`src/rtl/game_pkg.sv`:
```
// Shared definitions for the game-flow controller: state encodings and default start-up constants.
package game_pkg;

    typedef enum logic [3:0] {
        ST_IDLE     = 4'b0000,
        ST_COVER    = 4'b0001,
        ST_PLAY     = 4'b0010,
        ST_HIT      = 4'b0011,
        ST_BOMB     = 4'b0100,
        ST_START    = 4'b0101,
        ST_GAMEOVER = 4'b1000,
        ST_SUCCESS  = 4'b1001
    } game_state_t;

    localparam int DEF_INIT_LIFE    = 3;
    localparam int DEF_INIT_BOMB    = 3;
    localparam int DEF_INVUL_CYCLES = 100_000_000;
    localparam int DEF_RST_CYCLES   = 4;

endpackage

```
`src/rtl/rise_edge.sv`:
```
// Registered rising-edge detector: rise is high for the first cycle that d is seen high.
module rise_edge (
    input  logic clk,
    input  logic rstn,
    input  logic d,
    output logic rise
);

    logic d_q;

    always_ff @(posedge clk or negedge rstn) begin
        if (!rstn) d_q <= 1'b0;
        else       d_q <= d;
    end

    assign rise = d & ~d_q;

endmodule

```
`src/rtl/game_ctrl_fsm.sv`:
```
// Game-flow controller: cover -> play -> game-over/success, tracks lives and bombs.
// Bomb feature is compiled in only when GAME_BOMB_EN is defined.
//
//   state    | meaning
//   IDLE     | post-reset, moves to COVER next cycle
//   COVER    | title screen, waits for an Enter press
//   START    | game_reset pulse, lives/bombs loaded
//   PLAY     | normal gameplay
//   HIT      | invulnerable after losing a life
//   BOMB     | invulnerable after using a bomb
//   GAMEOVER | no lives left, waits for Enter
//   SUCCESS  | boss defeated, waits for Enter
module game_ctrl_fsm
    import game_pkg::*;
#(
    parameter int INIT_LIFE    = DEF_INIT_LIFE,
    parameter int INIT_BOMB    = DEF_INIT_BOMB,
    parameter int INVUL_CYCLES = DEF_INVUL_CYCLES,
    parameter int RST_CYCLES   = DEF_RST_CYCLES
) (
    input  logic       clk,
    input  logic       rstn,
    input  logic       enter,
    input  logic       bomb,
    input  logic       collision,
    input  logic       die,
    output logic [3:0] num_life,
    output logic [3:0] num_bomb,
    output logic [3:0] game_state,
    output logic       game_en,
    output logic       game_reset
);

`ifdef GAME_BOMB_EN
    localparam logic BOMB_EN = 1'b1;
`else
    localparam logic BOMB_EN = 1'b0;
`endif

    localparam logic [3:0] LIFE_LOAD = 4'(INIT_LIFE);
    localparam logic [3:0] BOMB_LOAD = BOMB_EN ? 4'(INIT_BOMB) : 4'd0;
    localparam int TMAX = (INVUL_CYCLES > RST_CYCLES) ? INVUL_CYCLES : RST_CYCLES;
    localparam int TW   = $clog2(TMAX + 1);

    localparam logic [TW-1:0] INVUL_LOAD = TW'(INVUL_CYCLES - 1);
    localparam logic [TW-1:0] RST_LOAD   = TW'(RST_CYCLES - 1);

    game_state_t   state;
    logic [TW-1:0] timer;
    logic          enter_rise;
    logic          bomb_rise;

    rise_edge u_enter_edge (
        .clk  (clk),
        .rstn (rstn),
        .d    (enter),
        .rise (enter_rise)
    );

    rise_edge u_bomb_edge (
        .clk  (clk),
        .rstn (rstn),
        .d    (bomb),
        .rise (bomb_rise)
    );

    assign game_state = state;

    always_ff @(posedge clk or negedge rstn) begin
        if (!rstn) begin
            state      <= ST_IDLE;
            timer      <= '0;
            num_life   <= 4'd0;
            num_bomb   <= 4'd0;
            game_en    <= 1'b0;
            game_reset <= 1'b0;
        end else begin
            case (state)
                ST_IDLE: begin
                    game_en    <= 1'b0;
                    game_reset <= 1'b0;
                    state      <= ST_COVER;
                end

                ST_COVER: begin
                    game_en    <= 1'b0;
                    game_reset <= 1'b0;
                    if (enter_rise) begin
                        state      <= ST_START;
                        game_reset <= 1'b1;
                        num_life   <= LIFE_LOAD;
                        num_bomb   <= BOMB_LOAD;
                        timer      <= RST_LOAD;
                    end
                end

                ST_START: begin
                    if (timer == '0) begin
                        state      <= ST_PLAY;
                        game_reset <= 1'b0;
                        game_en    <= 1'b1;
                    end else begin
                        timer <= timer - 1'b1;
                    end
                end

                ST_PLAY: begin
                    if (die) begin
                        state   <= ST_SUCCESS;
                        game_en <= 1'b0;
                    end else if (collision) begin
                        if (num_life != 4'd0) num_life <= num_life - 1'b1;
                        if (num_life <= 4'd1) begin
                            state   <= ST_GAMEOVER;
                            game_en <= 1'b0;
                        end else begin
                            state <= ST_HIT;
                            timer <= INVUL_LOAD;
                        end
                    end else if (BOMB_EN && bomb_rise && num_bomb != 4'd0) begin
                        num_bomb <= num_bomb - 1'b1;
                        state    <= ST_BOMB;
                        timer    <= INVUL_LOAD;
                    end
                end

                // Invulnerable window: collisions are ignored, the boss can still be finished off.
                ST_HIT, ST_BOMB: begin
                    if (die) begin
                        state   <= ST_SUCCESS;
                        game_en <= 1'b0;
                    end else if (timer == '0) begin
                        state <= ST_PLAY;
                    end else begin
                        timer <= timer - 1'b1;
                    end
                end

                ST_GAMEOVER, ST_SUCCESS: begin
                    game_en    <= 1'b0;
                    game_reset <= 1'b0;
                    if (enter_rise) state <= ST_COVER;
                end

                default: begin
                    state      <= ST_IDLE;
                    game_en    <= 1'b0;
                    game_reset <= 1'b0;
                end
            endcase
        end
    end

endmodule

```
`config.mk`:
```
export PLATFORM = sky130hd
export DESIGN_NAME = game_ctrl_fsm
export DESIGN_NICKNAME = d
export VERILOG_FILES = /design/src/rtl/game_pkg.sv /design/src/rtl/rise_edge.sv /design/src/rtl/game_ctrl_fsm.sv
export SDC_FILE = /design/constraint.sdc
export NUM_CORES = 1
export LEC_CHECK = 0
export ABC_CLOCK_PERIOD_IN_PS = 2200
export CAP_MARGIN = 30
export CORE_MARGIN = 5
export CORE_UTILIZATION = 43
export DETAILED_ROUTE_END_ITERATION = 8
export SLEW_MARGIN = 20
export SYNTH_ARGS = -nofsm -noshare
export SYNTH_HDL_FRONTEND = slang
export SYNTH_SLANG_ARGS = --single-unit
```
`constraint.sdc`:
```
create_clock -name clk -period 2.2 [get_ports clk]
set_input_delay 0.33 -clock clk [delete_from_list [all_inputs] [get_ports clk]]
set_output_delay 0.33 -clock clk [all_outputs]
set_load 0.02 [all_outputs]
```
==> flow_summary.json, run 1 <==
{
  "synth_most_common_cell": "nor2_1",
  "cp_max_fo": 10,
  "row_count": 27,
  "final_cells": 414,
  "syn_to_final_growth_pct": 34.72,
  "stdcell_area_um2": 3253,
  "die_w_um": 84.94,
  "ys_ff_latch": 38,
  "final_layout_size_suffix_gt1_share_pct": 29.24,
  "final_antenna_net_count": 0,
  "cap_violations": 0,
  "slowest_stage": "or4b_4",
  "endpoint": "timer[18]",
  "grt_usage_pct": 16.73,
  "r2r_start": "timer[0]",
  "dieArea_um2": 7215,
  "cts_root_buffer": "clkbuf_8",
  "avgSynthCellArea_um2": 8.327,
  "clock_latency_ns": 0.28,
  "arrival_ns": 2.40,
  "setup_viol": 3,
  "grt_pass1_vias": 2157,
  "crit_path_start": "timer[0]",
  "antenna_found_initial": 0,
  "yosysWarnings": 0,
  "cpPeakStageDelay_ns": 0.51,
  "cts.clk_slew.worst_paths_ns": 0.08,
  "overflow": 0,
  "cts_max_path_buffers": 2,
  "hpwl_um": 4215,
  "dpl_cell_area_um2": 2897,
  "drcViolationCount": 0,
  "period_share_pct": 100.9,
  "reg2reg_depth": 8,
  "dp.cells": 398,
  "power_density_nw_per_um2": 1086,
  "violations": "hold timing, setup timing",
  "ys_seq_area_share_pct": 39.38,
  "netlist_area_um2": 2415,
  "cts_num_sinks": 38,
  "synth_cells": 290,
  "vdd_drop_max_v": 0.0005101,
  "dpl_worst_slack_ns": 0.003045,
  "grt_max_degree": 23,
  "vias_per_cell": 5.594,
  "power_frac_seq_pct": 25.6,
  "synth-async-reset-ratio_pct": 100.0,
  "whs_ns": -0.0008183,
  "timing.rr.end": "timer[18]",
  "synth.distinct_cells": 56,
  "portBuffers": 14,
  "cts_max_level": 2,
  "num_antenna_cells": 0,
  "numCtsBuffers": 5,
  "ys_dominant_reg_cell": "dfrtp_1",
  "worstSetupPathType": "flip-flop to flip-flop",
  "power_frac_clock_pct": 14.3,
  "status": "finished with violations",
  "reg2reg_slack_ns": -0.02,
  "grt_first_pass_wirelength_um": 10050,
  "first_pass_iters": 4,
  "final_hold_viol_count": 2,
  "final_max_slew_viol_count": 0,
  "swShare_pct": 43.50,
  "synth.largest_area_cell": "dfrtp_1",
  "io_pins": 20,
  "synth_area_leaders": "dfrtp_1 39%, a21oi_1 7.0%, o21ai_1 6.6%",
  "fmax_ghz": 0.4504,
  "synth_top_area_share_pct": 39.38,
  "avgRoutedWirePerCell_um": 14.77,
  "p_switching_mw": 1.537,
  "place_congestion": 0.7931,
  "finClkSkew_ns": 0.003669,
  "coreArea_um2": 5473,
  "via_count": 2316,
  "fin_crit_ns": 2.220,
  "start_util_pct": 44.12,
  "nNetsFinal": 351,
  "intPower_mw": 1.996,
  "crit_chain": "inv_2, ha_4, or4b_4, or3_4, nor3_4, buf_12, o211ai_1, o22a_1",
  "die_y_um": 84.94,
  "required_ns": 2.38,
  "startpoint_type": "flip-flop",
  "cts_tree": "done",
  "end_kind": "flip-flop",
  "setup_slack_ns": -0.02048,
  "pwr-share-comb_pct": 60.0,
  "leakage_nw": 1.406,
  "synth_edf_count": 0,
  "rsz0062_at_grt": "yes",
  "drtIter0Drc": 78,
  "synthTopCellsByCount": "39 x nor2_1, 38 x dfrtp_1, 34 x a21oi_1",
  "hold_path_class": "input pin to asynchronous set/reset pin",
  "wl_um": 6114
}
## worst min-delay path by stage
stage	startpoint	end	slack, ns	depth (start not counted)
2_1_floorplan	rstn	game_en	0.03	0
3_3_place_gp	rstn	num_life[3]	0.33	1
3_5_place_dp	rstn	num_life[3]	0.33	1
4_1_cts	rstn	game_state[3]	0.02	1
5_1_grt	rstn	timer[18]	0.03	1
6_report	rstn	num_life[2]	-0.0008	1
## cell usage in the layout (no fill, tap or decap), types with 3 or more instances in the layout
cell type        instances
a21oi_1                 30
a21oi_2                  4
a31oi_1                  9
buf_12                   3
buf_4                   34
buf_6                    5
clkbuf_8                 6
clkdlybuf4s50_1         13
conb_1                   4
dfrtp_1                 36
ha_1                     3
inv_1                    8
inv_2                    3
nand2_1                 10
nand2b_1                 4
nand3_2                  5
nor2_1                  38
nor3_1                  14
nor4_1                   3
o21ai_0                  3
o21ai_1                 22
o21ai_2                 10
or3_1                    6
xor2_1                   7
## area by class of cell
type                            instances  area, um2
Multi-Input combinational cell        226       1501
Fill cell                             504       2220
Tap cell                               72      90.09
Clock buffer                            6      82.58
Timing Repair Buffer                   59      571.8
Clock inverter                          2      12.51
Sequential cell                        38      953.4
Inverter                               11      41.29
## critical path, delay by kind of cell (launching register included)
kind	cells	cell delay, ns
AND/OR/NAND/NOR	3	1.06
flip-flops	1	0.39
AO/OA/AOI/OAI	2	0.28
buffers and inverters	2	0.23
adder cells (fa/ha/maj)	1	0.14
## per-layer routing
layer / up-vias / GRT usage [%] / part of all wire (%)
met5: - / 0 / 0
met4: 0 / 3.885 / 0.90
met3: 6 / 2.427 / 4.3
met2: 42 / 29.38 / 52
met1: 1136 / 21.63 / 43
li1: 1132 / - / -
## timing repair
| item | CTS | global route |
|---|---|---|
| buffers inserted | 0 | 5 |
| gates resized for setup | 3 | 34 |
| hold buffers | 0 | 0 |
| cloned | 0 | 3 |
| hold endpoints to repair | 0 | 0 |
| setup endpoints to repair | 7 | 32 |
| pin swaps | 0 | 16 |
## logic make-up (layout without fill, tap and decap cells)
family	count (synthesis)	in the layout	share of synthesized area (%)
simple gates	115	115	27.20
fa+ha+maj	4	4	2.073
other cells	1	4	0.1553
buf+inv	29	78	5.595
xor+xnor	9	9	3.264
compound gates	93	93	21.92
mux	1	1	0.4145
flops	38	38	39.38
## state kept, by name, indices dropped and copies added, names as in the netlist
| register | count |
|---|---|
| game_en | 1 |
| u_enter_edge.d_q | 1 |
| timer | 27 |
| num_life | 4 |
| game_state | 4 |
| game_reset | 1 |
## power by group through the flow
stage	sequential [mW]	combinational [mW]	clock (mW)
2_1_floorplan	0.935	1.09	0
3_3_place_gp	0.910	1.70	0
3_5_place_dp	0.912	1.71	0
4_1_cts	0.898	1.74	0.521
5_1_grt	0.921	2.31	0.551
6_report	0.906	2.12	0.506
## per-stage QoR
step	utilization [%]	TNS (ns)	power [mW]
after floorplan	-	-0.1004	2.023
after global placement	52.93	0	2.609
after detailed placement	52.93	0	2.624
after CTS	54.94	-0.1179	3.158
after global routing	59.44	-1.929	3.778
final	59.44	-0.04318	3.534
No activity file was read; power rests on OpenSTA's default activity.
==> run 2, diff against run 1 <==
--- a/config.mk
+++ b/config.mk
@@ -7,9 +7,11 @@
 export LEC_CHECK = 0
 export ABC_CLOCK_PERIOD_IN_PS = 2200
 export CAP_MARGIN = 30
-export CORE_MARGIN = 5
+export CORE_MARGIN = 1
 export CORE_UTILIZATION = 43
+export CTS_CLUSTER_SIZE = 28
 export DETAILED_ROUTE_END_ITERATION = 8
+export SKIP_CTS_REPAIR_TIMING = 1
 export SLEW_MARGIN = 20
 export SYNTH_ARGS = -nofsm -noshare
 export SYNTH_HDL_FRONTEND = slang
==> flow_summary.json, run 2 (synthesized netlist as in run 1, its figures left out) <==
{
  "dpl_worst_slack_ns": -0.06506,
  "period_share_pct": 100.7,
  "numCtsBuffers": 5,
  "startpoint_type": "flip-flop",
  "fmax_ghz": 0.4513,
  "final_max_slew_viol_count": 0,
  "fin_crit_ns": 2.216,
  "clock_latency_ns": 0.29,
  "reg2reg_depth": 8,
  "cts_num_sinks": 38,
  "fillers": 513,
  "hpwl_um": 4106,
  "p_switching_mw": 1.389,
  "grt_first_pass_wirelength_um": 9922,
  "fin_total_pwr_mw": 3.224,
  "final_cell_mix": "39 x nor2_1, 37 x buf_4, 36 x dfrtp_1, 32 x o21ai_1, 31 x a21oi_1",
  "seq_area_um2": 953.4,
  "coreArea_um2": 5270,
  "num_antenna_cells": 0,
  "start_util_pct": 45.82,
  "leakage_nw": 1.367,
  "whs_ns": -0.0007254,
  "finish.utilization_pct": 58.24,
  "met2_usage_pct": 37.05,
  "portBuffers": 14,
  "grt_usage_pct": 21.06,
  "vias_per_cell": 5.504,
  "cts.clk_slew.worst_paths_ns": 0.07,
  "intPower_mw": 1.836,
  "final_common_cell": "nor2_1",
  "pwr-share-comb_pct": 57.1,
  "syn_to_final_growth_pct": 27.10,
  "tightestPinTransition_ns": 0.5148,
  "nNetsFinal": 347,
  "drcViolationCount": 0,
  "power_frac_seq_pct": 27.8,
  "via_count": 2240,
  "grt_use_met1_pct": 26.15,
  "final_layout_size_suffix_gt1_share_pct": 23.44,
  "largest_reg_flops": 27,
  "grt_pass1_vias": 2187,
  "die_y_um": 76.94,
  "final_antenna_net_count": 0,
  "top_usage_layer": "met2",
  "end_kind": "flip-flop",
  "max_slew_margin_pct": 65.36,
  "wl_um": 5789,
  "overflow": 0,
  "cp_max_fo": 10,
  "setup-tns-final_ns": -0.02605,
  "cts_max_level": 2,
  "setup_slack_ns": -0.01575,
  "hold_path_class": "input pin to asynchronous set/reset pin",
  "violations": "hold timing, setup timing",
  "required_ns": 2.38,
  "antenna_found_initial": 0,
  "arrival_ns": 2.39,
  "finClkSkew_ns": 0.005423,
  "swShare_pct": 43.07,
  "io_pins": 20,
  "dieArea_um2": 5920,
  "cap_violations": 0,
  "reg2reg_slack_ns": -0.02,
  "timing.rr.end": "timer[18]",
  "die_w_um": 76.94,
  "regMostFlops": "timer",
  "r2r_start": "timer[0]",
  "status": "finished with violations",
  "cts_max_path_buffers": 2,
  "multi_input_area_um2": 1416,
  "first_pass_iters": 4,
  "cts_tree": "done",
  "met3_usage_pct": 3.571,
  "setup_viol": 2,
  "power_frac_clock_pct": 15.1,
  "place_congestion": 0.7976,
  "cts_root_buffer": "clkbuf_8",
  "avgRoutedWirePerCell_um": 14.22,
  "rsz0062_at_grt": "yes",
  "grt_max_degree": 22,
  "drtIter0Drc": 71,
  "vdd_drop_max_v": 0.0006110,
  "row_count": 26,
  "worstSetupPathType": "flip-flop to flip-flop",
  "final_hold_viol_count": 1,
  "power_density_nw_per_um2": 1051
}
## run 2: worst max path at each step
| stage | start | depth (start not counted) | to |
|---|---|---|---|
| after floorplan | timer[0] | 8 | timer[18] |
| after global placement | timer[0] | 8 | timer[5] |
| after detailed placement | timer[0] | 9 | timer[21] |
| after CTS | timer[0] | 9 | timer[21] |
| after global routing | timer[0] | 9 | timer[24] |
| final | timer[0] | 8 | timer[18] |
## run 2: critical path: stages, from the launching register on
cell      delay, ns
dfrtp_1        0.39
inv_2          0.08
ha_4           0.15
or4b_4         0.50
or3_4          0.38
nor3_4         0.16
buf_12         0.16
o211ai_1       0.08
o22a_1         0.20
## run 2: layer usage
layer,up-vias,part of all wire (%)
met5,-,0
met4,0,1.6
met3,10,4.4
met2,50,49
met1,1050,45
li1,1130,-
## run 2: area by class of cell
cell class / instances / area share (%)
multi-input combinational: 226 / 46.15
sequential: 38 / 31.06
timing repair buffer: 55 / 15.78
tap: 70 / 2.854
clock buffer: 7 / 2.813
inverter: 11 / 1.345
## run 2: per-stage QoR
| stage | instance area [um2] | instances |
|---|---|---|
| floorplan | 2459 | 293 |
| global placement | 2894 | 396 |
| detailed placement | 2894 | 396 |
| CTS | 2980 | 403 |
| global route | 3069 | 407 |
| finish | 3069 | 407 |
## run 2: power groups by stage
stage                     logic, mW  registers [mW]  clock network (mW)
after floorplan                1.09           0.935                   0
after global placement         1.75           0.905                   0
after detailed placement       1.75           0.907                   0
after CTS                      1.76           0.893               0.509
after global routing           2.03           0.910               0.539
final                          1.84           0.895               0.488
